## src/rtl/carfield_cfg_regs.sv

```systemverilog
//==============================================================================
// Module      : carfield_cfg_regs
// Description : Read-only register block publishing the elaborated Carfield
//               build configuration; optional power-on signature walker is
//               enabled with `define CARFIELD_CFG_SIG_EN.
// Revision    : 1.0 - initial release
//==============================================================================
`default_nettype none

package carfield_pkg;

    typedef logic [63:0] doub_bt;

    typedef struct packed {
        logic        Bootrom;
        logic        Uart;
        logic        I2c;
        logic        SpiHost;
        logic        Gpio;
        logic        Dma;
        logic        SerialLink;
        logic        Vga;
        logic        LlcNotBypass;
        logic        DualCore;
        logic [31:0] AddrWidth;
        logic [31:0] AxiDataWidth;
        logic [31:0] AxiUserWidth;
        logic [31:0] AxiMstIdWidth;
        logic [31:0] LlcSetAssoc;
        logic [31:0] LlcNumLines;
        logic [31:0] LlcNumBlocks;
        logic [31:0] RtcFreq;
        doub_bt      LlcOutRegionStart;
        doub_bt      LlcOutRegionEnd;
        doub_bt      SlinkRegionStart;
        doub_bt      SlinkRegionEnd;
    } cheshire_cfg_t;

    localparam cheshire_cfg_t CarfieldCfgDefault = '{
        Bootrom:           1'b1,
        Uart:              1'b1,
        I2c:               1'b1,
        SpiHost:           1'b1,
        Gpio:              1'b1,
        Dma:               1'b1,
        SerialLink:        1'b1,
        Vga:               1'b1,
        LlcNotBypass:      1'b1,
        DualCore:          1'b0,
        AddrWidth:         32'd48,
        AxiDataWidth:      32'd64,
        AxiUserWidth:      32'd2,
        AxiMstIdWidth:     32'd2,
        LlcSetAssoc:       32'd8,
        LlcNumLines:       32'd256,
        LlcNumBlocks:      32'd8,
        RtcFreq:           32'd32768,
        LlcOutRegionStart: 64'h0000_0000_8000_0000,
        LlcOutRegionEnd:   64'h0000_0001_0000_0000,
        SlinkRegionStart:  64'h0000_0001_0000_0000,
        SlinkRegionEnd:    64'h0000_0002_0000_0000
    };

endpackage

module carfield_cfg_regs #(
    parameter carfield_pkg::cheshire_cfg_t Cfg       = carfield_pkg::CarfieldCfgDefault,
    parameter int                          AddrWidth = 32,
    parameter logic [31:0]                 HwVersion = 32'h0001_0000
) (
    input  logic                 clk_i,
    input  logic                 rst_i,
    input  logic                 req_valid_i,
    output logic                 req_ready_o,
    input  logic                 req_write_i,
    input  logic [AddrWidth-1:0] req_addr_i,
    input  logic [31:0]          req_wdata_i,
    output logic                 rsp_valid_o,
    input  logic                 rsp_ready_i,
    output logic [31:0]          rsp_rdata_o,
    output logic                 rsp_error_o,
    output logic                 sig_valid_o
);

    localparam logic [63:0] LLC_BYTES = 64'(Cfg.LlcSetAssoc) * 64'(Cfg.LlcNumLines)
                                      * 64'(Cfg.LlcNumBlocks) * 64'(Cfg.AxiDataWidth) / 64'd8;

    // Constant part of the map; word 15 is supplied separately.
    function automatic logic [31:0] cfg_word(input logic [3:0] idx);
        logic [31:0] w;
        w = '0;
        case (idx)
            4'd0:  w = 32'hCA5F_1E1D;
            4'd1:  w = HwVersion;
            4'd2:  w = {22'd0, Cfg.DualCore, Cfg.LlcNotBypass, Cfg.Vga, Cfg.SerialLink,
                        Cfg.Dma, Cfg.Gpio, Cfg.SpiHost, Cfg.I2c, Cfg.Uart, Cfg.Bootrom};
            4'd3:  w = {Cfg.AxiMstIdWidth[7:0], Cfg.AxiUserWidth[7:0],
                        Cfg.AxiDataWidth[7:0], Cfg.AddrWidth[7:0]};
            4'd4:  w = Cfg.LlcOutRegionStart[31:0];
            4'd5:  w = Cfg.LlcOutRegionStart[63:32];
            4'd6:  w = Cfg.LlcOutRegionEnd[31:0];
            4'd7:  w = Cfg.LlcOutRegionEnd[63:32];
            4'd8:  w = Cfg.SlinkRegionStart[31:0];
            4'd9:  w = Cfg.SlinkRegionStart[63:32];
            4'd10: w = Cfg.SlinkRegionEnd[31:0];
            4'd11: w = Cfg.SlinkRegionEnd[63:32];
            4'd12: w = Cfg.RtcFreq;
            4'd13: w = LLC_BYTES[31:0];
            default: w = '0;
        endcase
        return w;
    endfunction

    logic [3:0]  w_word_idx;
    logic        w_err;
    logic        w_stall;
    logic [31:0] w_sig_word;
    logic [31:0] w_rdata;
    logic        w_accept;
    logic        unused_wdata;

    logic        rsp_valid_q, rsp_valid_d;
    logic [31:0] rsp_rdata_q, rsp_rdata_d;
    logic        rsp_error_q, rsp_error_d;

    assign unused_wdata = ^req_wdata_i;
    assign w_word_idx   = req_addr_i[5:2];
    assign w_err        = req_write_i | (req_addr_i[1:0] != 2'b00) | ((req_addr_i >> 6) != '0);

`ifdef CARFIELD_CFG_SIG_EN
    typedef enum logic [0:0] {
        SIG_RUN  = 1'b0,
        SIG_DONE = 1'b1
    } sig_state_e;

    sig_state_e  sig_state_q, sig_state_d;
    logic [3:0]  sig_idx_q, sig_idx_d;
    logic [31:0] sig_acc_q, sig_acc_d;

    always_ff @(posedge clk_i) begin
        if (rst_i) begin
            sig_state_q <= SIG_RUN;
            sig_idx_q   <= 4'd0;
            sig_acc_q   <= 32'hFFFF_FFFF;
        end else begin
            sig_state_q <= sig_state_d;
            sig_idx_q   <= sig_idx_d;
            sig_acc_q   <= sig_acc_d;
        end
    end

    always_comb begin
        sig_state_d = sig_state_q;
        sig_idx_d   = sig_idx_q;
        sig_acc_d   = sig_acc_q;
        case (sig_state_q)
            SIG_RUN: begin
                sig_acc_d = {sig_acc_q[30:0], sig_acc_q[31]} ^ cfg_word(sig_idx_q);
                sig_idx_d = sig_idx_q + 4'd1;
                if (sig_idx_q == 4'd14) begin
                    sig_state_d = SIG_DONE;
                end
            end
            default: ;
        endcase
    end

    // Only a legal read of the signature word waits for the walker.
    assign w_stall     = (sig_state_q == SIG_RUN) & req_valid_i & ~w_err & (w_word_idx == 4'd15);
    assign w_sig_word  = sig_acc_q;
    assign sig_valid_o = (sig_state_q == SIG_DONE);
`else
    assign w_stall     = 1'b0;
    assign w_sig_word  = 32'd0;
    assign sig_valid_o = 1'b1;
`endif

    assign req_ready_o = (~rsp_valid_q | rsp_ready_i) & ~w_stall;
    assign w_accept    = req_valid_i & req_ready_o;
    assign w_rdata     = (w_word_idx == 4'd15) ? w_sig_word : cfg_word(w_word_idx);

    always_comb begin
        rsp_valid_d = rsp_valid_q;
        rsp_rdata_d = rsp_rdata_q;
        rsp_error_d = rsp_error_q;
        if (rsp_valid_q & rsp_ready_i) begin
            rsp_valid_d = 1'b0;
        end
        if (w_accept) begin
            rsp_valid_d = 1'b1;
            rsp_error_d = w_err;
            rsp_rdata_d = w_err ? 32'd0 : w_rdata;
        end
    end

    always_ff @(posedge clk_i) begin
        if (rst_i) begin
            rsp_valid_q <= 1'b0;
            rsp_rdata_q <= 32'd0;
            rsp_error_q <= 1'b0;
        end else begin
            rsp_valid_q <= rsp_valid_d;
            rsp_rdata_q <= rsp_rdata_d;
            rsp_error_q <= rsp_error_d;
        end
    end

    assign rsp_valid_o = rsp_valid_q;
    assign rsp_rdata_o = rsp_rdata_q;
    assign rsp_error_o = rsp_error_q;

endmodule

`default_nettype wire

```

## config.mk

```make
export PLATFORM = sky130hd
export DESIGN_NAME = carfield_cfg_regs
export DESIGN_NICKNAME = d
export VERILOG_FILES = /design/src/rtl/carfield_cfg_regs.sv
export SDC_FILE = /design/constraint.sdc
export NUM_CORES = 1
export LEC_CHECK = 0
export ABC_AREA = 1
export CAP_MARGIN = 25
export CORE_MARGIN = 2
export CORE_UTILIZATION = 29
export CTS_BUF_LIST = sky130_fd_sc_hd__clkbuf_4 sky130_fd_sc_hd__clkbuf_8 sky130_fd_sc_hd__clkbuf_16
export DETAILED_ROUTE_END_ITERATION = 16
export GPL_TIMING_DRIVEN = 0
export MAX_ROUTING_LAYER = met4
export PLACE_DENSITY = 0.86
export SLEW_MARGIN = 0
export SYNTH_ARGS = -nofsm -noshare
export SYNTH_HDL_FRONTEND = slang
export SYNTH_SLANG_ARGS = --single-unit
```

## constraint.sdc

```tcl
create_clock -name clk_i -period 1.55 [get_ports clk_i]
set_input_delay 0.2325 -clock clk_i [delete_from_list [all_inputs] [get_ports clk_i]]
set_output_delay 0.2325 -clock clk_i [all_outputs]
set_load 0.01 [all_outputs]
```

==> impl_metrics.ini, run 1 <==
[synth]
syn-cell-area_sq_um = 1020
synth_top_area_frac = 0.295
synthXorXnorAreaFrac = 0
synth_cells = 154
yosysWarnings = 0
ys_async_sr_fraction = 0
yosys.area_share.simple = 0.288
synth_area_leaders = dfxtp_1 (30%), buf_4 (15%), nand2_1 (14%)
synth_fa_ha_area_frac = 0.0615
ys_seq_area_frac = 0.295
synth_edf_count = 0
synth_top_family_by_area = simple AND/OR/NAND/NOR gates
synth_compound_area_frac = 0.130
synth_mux_area_frac = 0
synth_seq_cells = 15
synth_largest_area_cell = dfxtp_1
ys.flop_type = dfxtp_1
avgSynthCellArea_sq_um = 6.61
synth.distinct_cells = 18
yosysMostFrequentCell = nand2_1
synth_top_cells_by_count = nand2_1 (39), nor2_1 (26), buf_4 (20)

[sta]
period_minus_slack_ns = 1.51
drv_slew = 0
hold_viol = 0
setup_ws_ns = 0.0392
setup_viol = 0
worst_clock_skew_ns = 0.00494
max_freq_mhz = 662
whs_ns = 0.403
period_share = 0.975

[finish]
fin_nets = 303
post-route-cell-area_sq_um = 1760
syn_to_final_growth_pct = 73.1
fillCellCount = 372
drive_gt1_frac = 0.189
instances_no_fill = 274
num_antenna_cells = 0
finish.utilization = 0.523

[clock_network]
htreeDepth = 1
cts_buffers = 3
post-cts-setup-buffer-count = 0
cts_tree = done
path_clk_slew_ns = 0.09
cts.sinks = 15
clkLatencyLatePin_ns = 0.29
clockRootBuffer = clkbuf_4
cts_buffer_depth = 2

[global_routing]
grt_pass1_wl_um = 4290
grt_pass1_vias = 1005
grt_antenna_before_repair = 0
grtUsageTotal = 0.135
grt_max_degree = 12
gr-total-overflow = 0

[placement]
io_buffers = 64
placed_cells = 270
gp_congestion = 0.846
hpwl_um = 2050
pre_cts_slack_ns = -0.203
placed_area_sq_um = 1740

[drt]
drtAntennaViolNets = 0
drt_iter0_markers = 24
drcViolationCount = 0
routedWlPerCell_um = 9.46
via_per_inst = 3.96
wl_um = 2590
dr.pass1.iters = 4
vias = 1084

[setup_path]
crit_chain = clkdlybuf4s50_1
crit_type = reg2out
end_kind = output pin
worstSetupStartpointType = register
cp_num_buf_inv = 1
cp_data_arrival_time_ns = 1.28
crit_slowest_cell = clkdlybuf4s50_1
cp.required_ns = 1.32
max_stage_delay_ns = 0.57
path_delay_family = buffers and inverters
worst-path-max-fanout = 3

[flow_run]
drv_cap = 0

[outcome]
status = finished, final reports clean

[die]
initial_core_util = 0.302
chipHeight_um = 63.2
die_w_um = 63.2
std_cell_rows = 21
die-area_sq_um = 4000
core_sq_um = 3360
io_pins = 105

[power]
p_per_area_nw_per_um2 = 480
p_leak_nw = 0.789
ir_drop_mv = 0.422

[worst_hold_path]
hold_path_class = in2reg
==> cell usage in the layout (no fill, tap or decap) <==
master / count
clkdlybuf4s50_1: 51
nand2_1: 39
buf_4: 30
nor2_1: 26
a21oi_1: 16
inv_1: 12
dfxtp_1: 12
conb_1: 8
ha_1: 5
o21ai_0: 4
clkbuf_4: 4
nand3_1: 3
buf_6: 2
nor3_1: 2
o21a_1: 2
dlymetal6s2s_1: 2
dfxtp_2: 2
or2_1: 1
nor2_4: 1
a21oi_4: 1
clkbuf_1: 1
or2_2: 1
a21oi_2: 1
dlygate4sd2_1: 1
dfxtp_4: 1
==> layer usage <==
metal / GRT usage / share of wire
met3: 0.0411 / 0.064
met1: 0.147 / 0.43
met2: 0.230 / 0.50
met4: 0.0571 / 0.0093
met5: - / 0
==> logic make-up after synthesis <==
logic type,after synthesis
buf+inv,35
other cells,2
simple gates,73
compound gates,24
flops,15
fa+ha+maj,5
==> power breakdown <==
part	switching (W)	internal [W]	total, W	leakage (nW)
clock network	0.000124	0.000118	0.000241	0.0184
logic	0.0000843	0.000127	0.000211	0.647
registers	0.00000388	0.000388	0.000392	0.123
==> sequential cells by signal, summed over array words and instances (netlist names) <==
register	cells
rsp_rdata_o	13
rsp_valid_o	1
rsp_error_o	1
==> area by class of cell <==
class	count	area, sq um	share of cell area
repair buffers	64	619	0.352
well taps	46	57.6	0.0327
plain buffers	23	176	0.100
flip-flops and latches	15	307	0.174
inverters	12	45.0	0.0256
clock buffers	4	30.0	0.0171
multi-input cells	110	526	0.299
==> timing repair <==
item	in CTS	in global routing
gates resized for setup	12	6
hold buffers	0	0
setup endpoints to repair	11	6
==> worst paths after layout <==
path	start	endpoint	slack (ns)	cells after the start
max	rsp_valid_o$_SDFFE_PP0P_	rsp_valid_o	0.04	1
min	req_addr_i[2]	rsp_rdata_o[3]$_SDFFE_PP0P_	0.40	4
max reg2reg	rsp_valid_o$_SDFFE_PP0P_	rsp_rdata_o[25]$_SDFFE_PP0P_	0.29	4
min reg2reg	rsp_rdata_o[0]$_SDFFE_PP0P_	rsp_rdata_o[0]$_SDFFE_PP0P_	0.47	2
==> metrics by stage <==
step	power [W]	setup TNS, ns
final	0.000845	0
after global routing	0.000893	-0.0118
after CTS	0.000850	0
after detailed placement	0.000611	-2.20
after global placement	0.000608	-2.10
after floorplan	0.000489	0
Note: power is estimated with default switching activity, not from simulation.
==> run 2: changes to the inputs <==
Settings changed: CAP_MARGIN 25 to unset.
==> results of run 2 <==
Same layout as run 1: the final DEF is identical, and so are final timing and power.
